<file path="src/rtl/wb_string_sequencer.sv">
// wb_string_sequencer
// Writeback-stage controller for CMPS / REPNE CMPS. A string instruction
// that reaches writeback is held there and replayed as two micro-op phases
// (U1 then U2) per iteration. The block drives the datapath selects, writes
// the decremented count back to GPR3 and stalls the upstream stages until
// the instruction retires.
//
// Ports
//   CLK                        clock, rising-edge
//   RST                        asynchronous active-low reset
//   WB_V                       valid instruction in writeback
//   WB_IS_CMPS                 instruction is CMPS
//   WB_IS_REPNE                REPNE prefix present
//   WB_COUNT[COUNT_W]          count register value at entry
//   WB_ZF                      ZF from the compare (looked at in U2 only)
//   WB_FLUSH                   pipeline flush, aborts the sequence
//   CS_IS_CMPS_FIRST_UOP_ALL   first micro-op select (U1)
//   CS_IS_CMPS_SECOND_UOP_ALL  second micro-op select (U2)
//   CS_IS_FIRST_OF_REPNE_WB    first U1 of a REPNE instruction
//   CS_LD_GPR3_WB              count register write enable
//   COUNT_OUT[COUNT_W]         count register write data
//   REPNE_TERMINATION          one-cycle pulse on normal REPNE completion
//   WB_STALL                   hold upstream pipeline registers
module wb_string_sequencer #(
  parameter int COUNT_W = 32
) (
  input  logic               CLK,
  input  logic               RST,
  input  logic               WB_V,
  input  logic               WB_IS_CMPS,
  input  logic               WB_IS_REPNE,
  input  logic [COUNT_W-1:0] WB_COUNT,
  input  logic               WB_ZF,
  input  logic               WB_FLUSH,
  output logic               CS_IS_CMPS_FIRST_UOP_ALL,
  output logic               CS_IS_CMPS_SECOND_UOP_ALL,
  output logic               CS_IS_FIRST_OF_REPNE_WB,
  output logic               CS_LD_GPR3_WB,
  output logic [COUNT_W-1:0] COUNT_OUT,
  output logic               REPNE_TERMINATION,
  output logic               WB_STALL
);

  typedef enum logic [1:0] {
    IDLE = 2'd0,
    U1   = 2'd1,
    U2   = 2'd2,
    DONE = 2'd3
  } state_t;

  state_t             state_q, state_d;
  logic [COUNT_W-1:0] cnt_q;
  logic               rep_q;
  logic               first_q;

  logic [COUNT_W-1:0] cnt_dec;
  logic               start;
  logic               load;
  logic               dec;
  logic               clr_first;

  // Next-state and output decode
  always_comb begin
    state_d                   = state_q;
    load                      = 1'b0;
    dec                       = 1'b0;
    clr_first                 = 1'b0;
    CS_IS_CMPS_FIRST_UOP_ALL  = 1'b0;
    CS_IS_CMPS_SECOND_UOP_ALL = 1'b0;
    CS_IS_FIRST_OF_REPNE_WB   = 1'b0;
    CS_LD_GPR3_WB             = 1'b0;
    COUNT_OUT                 = '0;
    REPNE_TERMINATION         = 1'b0;
    WB_STALL                  = 1'b0;

    cnt_dec = cnt_q - COUNT_W'(1);
    // Qualified by RST so that every output reads 0 while reset is held,
    // even with a CMPS sitting on the inputs.
    start   = RST & WB_V & WB_IS_CMPS & ~WB_FLUSH;

    case (state_q)
      IDLE: begin
        if (start) begin
          if (WB_IS_REPNE && (WB_COUNT == '0)) begin
            // Zero-iteration REPNE: retires immediately, nothing to replay.
            REPNE_TERMINATION = 1'b1;
          end else begin
            load     = 1'b1;
            WB_STALL = 1'b1;
            state_d  = U1;
          end
        end
      end
      U1: begin
        CS_IS_CMPS_FIRST_UOP_ALL = 1'b1;
        CS_IS_FIRST_OF_REPNE_WB  = first_q;
        WB_STALL                 = 1'b1;
        state_d                  = U2;
      end
      U2: begin
        CS_IS_CMPS_SECOND_UOP_ALL = 1'b1;
        WB_STALL                  = 1'b1;
        clr_first                 = 1'b1;
        if (rep_q) begin
          CS_LD_GPR3_WB = 1'b1;
          COUNT_OUT     = cnt_dec;
          dec           = 1'b1;
        end
        if (!rep_q || (cnt_dec == '0) || WB_ZF) state_d = DONE;
        else                                    state_d = U1;
      end
      DONE: begin
        // Stall drops here so the instruction retires on this edge.
        REPNE_TERMINATION = rep_q;
        state_d           = IDLE;
      end
      default: state_d = IDLE;
    endcase

    // A flush beats anything the sequence wanted to commit this cycle.
    if ((state_q != IDLE) && WB_FLUSH) begin
      state_d           = IDLE;
      dec               = 1'b0;
      CS_LD_GPR3_WB     = 1'b0;
      COUNT_OUT         = '0;
      REPNE_TERMINATION = 1'b0;
      WB_STALL          = 1'b0;
    end
  end

  // State and sequence registers
  always_ff @(posedge CLK or negedge RST) begin
    if (!RST) begin
      state_q <= IDLE;
      cnt_q   <= '0;
      rep_q   <= 1'b0;
      first_q <= 1'b0;
    end else begin
      state_q <= state_d;
      if (load) begin
        cnt_q   <= WB_COUNT;
        rep_q   <= WB_IS_REPNE;
        first_q <= WB_IS_REPNE;
      end else begin
        if (dec)       cnt_q   <= cnt_dec;
        if (clr_first) first_q <= 1'b0;
      end
    end
  end

endmodule

</file>
<file path="config.mk">
export PLATFORM = sky130hd
export DESIGN_NAME = wb_string_sequencer
export DESIGN_NICKNAME = d
export VERILOG_FILES = /design/src/rtl/wb_string_sequencer.sv
export SDC_FILE = /design/constraint.sdc
export NUM_CORES = 1
export LEC_CHECK = 0
export ABC_AREA = 1
export BUFFER_PORTS_ARGS = -buffer_cell sky130_fd_sc_hd__buf_4
export CORE_MARGIN = 2
export CORE_UTILIZATION = 40
export CTS_CLUSTER_DIAMETER = 60
export DETAILED_ROUTE_END_ITERATION = 10
export GPL_TIMING_DRIVEN = 0
export MAX_ROUTING_LAYER = met4
export PLACE_DENSITY = 0.72
export SLEW_MARGIN = 20
export SYNTH_ARGS = -nofsm -noshare
export SYNTH_HDL_FRONTEND = slang
export SYNTH_SLANG_ARGS = --single-unit
</file>
<file path="constraint.sdc">
create_clock -name CLK -period 2.7 [get_ports CLK]
set_clock_uncertainty 0.1 [all_clocks]
set_input_delay 0.405 -clock CLK [delete_from_list [all_inputs] [get_ports CLK]]
set_output_delay 0.405 -clock CLK [all_outputs]
set_load 0.01 [all_outputs]
</file>
Word-level counts from Yosys, hierarchy flattened
Index checks and enable logic that the tools add are counted.
{ "totals": {"reg_bits": 36, "inputBits": 39, "output_inout_bits": 38, "elab_cells": 54} }
{ "op_classes": {"add_sub_neg": 1, "n_eq_ne": 5, "n_mux": 27, "n_bitwise": 4, "n_reduce_logical": 13} }
{ "ops": {"columns": ["operator", "n"], "rows": [
  ["2-to-1 mux 32 bit", 5],
  ["zero test 32 bit", 2],
  ["subtractor 32 x 1 -> 32 bit, second input constant", 1],
  ["2-to-1 mux 1 bit", 15],
  ["2-to-1 mux 2 bit", 4],
  ["one-hot mux 2 bit (4 select lines)", 1],
  ["!= test 3 bit, second input constant", 2],
  ["nonzero test 2 bit", 3],
  ["== test 2 bit, second input constant", 2],
  ["one-hot mux 1 bit (2 select lines)", 2],
  ["AND 1 bit", 3],
  ["== test 2 x 1 -> 1 bit, second input constant", 1],
  ["logical AND 1 bit", 2],
  ["zero test 2 bit", 1],
  ["logical OR 1 bit", 2],
  ["AND reduction 2 bit", 1],
  ["OR reduction 2 bit", 1],
  ["zero test 1 bit", 1],
  ["NOT 1 bit", 1]
]} }

Longest topological paths before layout
{ "depth": {"depth_word": 7, "mapped_depth": 18, "depth_no_buf": 18} }

Worst setup path before layout
OpenSTA, ideal clock, no wires.
{ "synth_path": {"path_type": "flip-flop to output port", "from": "register state_q[0]", "to": "output port COUNT_OUT[5]", "t_arrival_ps": 1641, "required_time_ps": 2195, "slack_ps": 554, "path_stages_with_launch": 8, "n_path_buf": 1, "path_cell_list": "dfrtp_1 > inv_1 > ha_1 > nand2_1 > nor2_1 > inv_1 > clkbuf_1 > a21oi_1"} }
{ "synth_via": {"elab_chain_len": 3, "word_cells_on_any_way": 5, "cone_classes": "eq/ne (1); mux (2); reduce/logical (2)"} }
{ "synth_lines": {"columns": ["item", "line", "text"], "rows": [
  ["from (decl)", "51", "state_t state_q, state_d;"],
  ["from (signal assigned)", "139", "state_q <= state_d;"],
  ["== test 2 bit or nonzero test 2 bit (tied branches)", "81, 121", null],
  ["2-to-1 mux 32 bit or logical AND 1 bit (tied branches)", "81, 121", null],
  ["2-to-1 mux 32 bit (*)", "121", "if ((state_q != IDLE) && WB_FLUSH) begin"],
  ["to (decl)", "39", "output logic [COUNT_W-1:0] COUNT_OUT,"]
]} }
Mark *: on every way between the ends. The rest lies on a longest branch, timed or not.

Worst setup path in the final report
{ "layout_path": {"from": "register cnt_q[0]", "to": "output port COUNT_OUT[30]"} }
{ "layout_via": {"elab_chain_len": 4} }
{ "layout_lines": {"columns": ["item", "line", "text"], "rows": [
  ["from (decl)", "52", "logic [COUNT_W-1:0] cnt_q;"],
  ["from (signal assigned)", "145", "if (dec) cnt_q <= cnt_dec;"],
  ["subtractor 32 x 1 -> 32 bit", "76", "cnt_dec = cnt_q - COUNT_W'(1);"],
  ["2-to-1 mux 32 bit", "104", "if (rep_q) begin"],
  ["2-to-1 mux 32 bit", "81", "case (state_q)"],
  ["2-to-1 mux 32 bit", "121", null]
]} }
No other way between the ends.

==> reports/qor.yml <==
sta:
  finalHoldViolCount: 0
  max_slew_margin_pct: 61.00
  shortest_clock_period_the_worst_path_allows_after_layout_ps: 2594
  slew_viol_final: 0
  maxClockFrequency_ghz: 0.3856
  rsz0062_at_grt: "true"
  timing_worst_slew_pin_value_ps: 585.0
  setup_violations: 0
  tns_ps: 0
  period_share_pct: 96.06
synth:
  syn_avg_cell_area_sq_um: 6.311
  syn-instance-count: 502
  number_of_warnings_issued_by_yosys: 0
  yosysSeqAreaShare_pct: 28.44
  synth_edf_count: 0
  postSynth.asyncResetShare_pct: 100.0
  synthesis.area_sq_um: 3168
  synth-seq-cells: 36
  yosys_most_used_dff: "sky130_fd_sc_hd__dfrtp_1"
  synthesized_net_count: 548
  netlist-cell-type-count: 32
setup_path:
  critPathBufInv: 3
  worst_setup_path_startpoint: "cnt_q[0]"
  path_cells: "inv_2, ha_2, nand3_4, nor2_4, nand2_2, nor2_1, nand2_1, nand2_1, nand2_1, inv_1, buf_4"
  endpoint_kind: "output pin"
  cell_mode_on_critical_path: "sky130_fd_sc_hd__nand2_1"
  critical_path_peak_fanout: 6
  cpLargestDelayFamily: "simple AND/OR/NAND/NOR gates"
  worst_ep_required_time_ps: 2190
  timing.critical_path.slowest_stage_cell: "sky130_fd_sc_hd__dfrtp_1"
  critPathKind: "reg2out"
  crit-reg2reg-launch: "cnt_q[0]"
  critical_path_arrival_ps: 2090
  cp_slowest_stage_delay_ps: 410
  critPathLaunchType: "register"
power:
  fin_total_pwr_mw: 3.650
  power_leakage_nw: 2.103
  worst_vdd_ir_uv: 393.5
  power.density_cell_area_nw_per_um2: 887.1
clock_tree:
  tritoncts.num_buffers: 5
  clock_pin_slew_on_the_worst_setup_and_hold_paths_ps: 80
  cts_tree: "built"
  deepest_clock_path_buffer_count: 2
  cts.root.buffer_cell: "sky130_fd_sc_hd__clkbuf_8"
  clock_latency_ps: 300
  htree_levels: 2
  cts_sinks: 36
global_route:
  vias_in_the_first_global_route: 3509
  global_route.overflow_total: 0
  maximum_number_of_pins_on_one_net_before_global_route_repair: 37
  grt_antenna_before_repair: 0
  groute.usage.overall_pct: 26.54
  global_route_wire_length_before_repair_microns: 17380
floorplan:
  die_area_sq_um: 8648
  dieHeight_microns: 93.00
  die_w_microns: 93.00
  ioPinCount: 77
  core_ar_sq_um: 7687
  std_cell_rows: 32
  initial_core_util_pct: 41.21
final_layout:
  syn_to_final_growth_pct: 29.86
  fin_nets: 641
  diodes: 0
  fillerInstances: 813
  post_route_cells_drive_above_1_share_pct: 26.68
placement:
  routability_congestion: 0.9815
  dpl.hpwl_microns: 8406
  buffer_ports.inserted: 76
job:
  maxCapViolCount: 0
routing:
  final_antenna_net_count: 0
  routed_wirelength_microns: 10880
  dr.pass1.iters: 6
  via_per_inst: 5.153
  drt_drc_violations_left: 0
  routed-via-count: 3597
  drt_iter0_markers: 228
  post_drt_wl_per_cell_microns: 15.59
run_status:
  status: "finished clean"
worst_hold_path:
  hold_path.startpoint: "WB_COUNT[0]"
  worst_hold_path_type: "in2reg"
report_power, final:
| part | switching (mW) | internal [mW] | leakage [nW] |
|---|---|---|---|
| combinational | 1.32 | 0.765 | 1.62 |
| clock | 0.215 | 0.209 | 0.0455 |
| sequential | 0.336 | 0.804 | 0.441 |
| total | 1.87 | 1.78 | 2.10 |
final timing paths:
| check | endpoint | slack [ps] | cells past startpoint |
|---|---|---|---|
| min in group asynchronous | cnt_q[11] | 590 | 3 |
| setup reg to reg | state_q[1] | 340 | 18 |
| setup / recovery | COUNT_OUT[30] | 110 | 11 |
| hold / removal | cnt_q[0] | 210 | 3 |
| hold reg to reg | first_q | 460 | 2 |
| max in group asynchronous | state_q[0] | 1700 | 3 |
what timing repair did:
action,CTS,global route
buffers inserted,0,9
endpoints found under the hold margin,36,0
gates resized for setup,7,13
pin swaps,0,4
hold buffers,2,0
endpoints found under the setup margin,30,30
synthesized netlist by cell type, types with 2 or more instances:
library cell / n / area share (%)
sky130_fd_sc_hd__nor2_2: 9 / 1.8
sky130_fd_sc_hd__nor4_1: 6 / 1.2
sky130_fd_sc_hd__nor3_1: 2 / 0.32
sky130_fd_sc_hd__a21oi_1: 6 / 0.95
sky130_fd_sc_hd__nand4_1: 7 / 1.4
sky130_fd_sc_hd__o211ai_1: 2 / 0.47
sky130_fd_sc_hd__ha_1: 7 / 2.8
sky130_fd_sc_hd__nand3_1: 19 / 3.0
sky130_fd_sc_hd__nand2_2: 14 / 2.8
sky130_fd_sc_hd__o31ai_1: 2 / 0.47
sky130_fd_sc_hd__buf_2: 3 / 0.47
sky130_fd_sc_hd__nor2_8: 2 / 1.3
sky130_fd_sc_hd__nor2_4: 9 / 3.2
sky130_fd_sc_hd__o21ai_0: 29 / 4.6
sky130_fd_sc_hd__o221ai_1: 12 / 3.3
sky130_fd_sc_hd__nor2_1: 97 / 11
sky130_fd_sc_hd__inv_1: 60 / 7.1
sky130_fd_sc_hd__clkbuf_1: 10 / 1.2
sky130_fd_sc_hd__dfrtp_1: 36 / 28
sky130_fd_sc_hd__o21ai_1: 7 / 1.1
sky130_fd_sc_hd__inv_2: 8 / 0.95
sky130_fd_sc_hd__o22ai_1: 8 / 1.6
sky130_fd_sc_hd__nand2_1: 132 / 16
sky130_fd_sc_hd__nand2_4: 3 / 1.1
sky130_fd_sc_hd__xor2_1: 5 / 1.4
metal layers:
metal | global-route usage [%] | up-vias | part of all wire [%]
li1 | - | 1789 | -
met1 | 34.92 | 1650 | 45
met2 | 44.26 | 146 | 48
met3 | 3.384 | 12 | 6.1
met4 | 5.515 | 0 | 0.97
met5 | - | - | 0
final cells by class:
type	instances	area, sq um	area share [%]
multi-input combinational	384	1983	48.21
sequential	36	902.1	21.93
timing repair buffer	87	684.4	16.64
inverter	68	259.0	6.296
tap	102	127.6	3.102
clock buffer	8	90.09	2.190
buffer	13	67.56	1.642
sequential cells by signal, indices dropped and copies added (netlist names):
name     count
cnt_q       32
state_q      2
rep_q        1
first_q      1
cells by family after synthesis:
kind of cell	count (synthesis)	synth area share (%)
adders and majority gates	7	2.764
AOI/OAI and AO/OA	68	12.99
DFF	36	28.44
and+or+nand+nor	304	44.35
xor gates and xnor gates	5	1.382
buffers and inverters	82	10.07
tightest hold or removal path, delay by kind of cell:
family	cells	cell delay (ps)
buf+inv	1	90
simple gates	2	80
metrics by stage:
step           setup slack, ps  instance area, sq um  std cells  hold slack [ps]  utilization, %
4_1_cts                  37.74                  3999        689            213.1           52.02
2_1_floorplan            553.6                  3168        502            9.409               -
3_3_place_gp            -118.6                  3866        680            318.3           50.29
5_1_grt                 -29.09                  4114        698            238.6           53.52
3_5_place_dp            -125.7                  3866        680            320.2           50.29
6_report                 106.3                  4114        698            210.8           53.52
placed cells by master (no fill, tap or decap), drive strengths merged, types with 2 or more instances in the layout:
cell type | Yosys | layout
nor2 | 117 | 117
inv | 68 | 67
dfrtp | 36 | 36
ha | 7 | 7
nand4 | 7 | 7
nor4 | 6 | 6
buf | 4 | 90
o211ai | 2 | 2
o21ai | 37 | 37
nor3 | 2 | 2
a21oi | 6 | 6
xor2 | 5 | 5
o221ai | 12 | 12
nand2 | 149 | 149
nand3 | 20 | 20
o22ai | 8 | 8
o31ai | 2 | 2
clkbuf | 10 | 17
(Power assumes the default switching activity.)
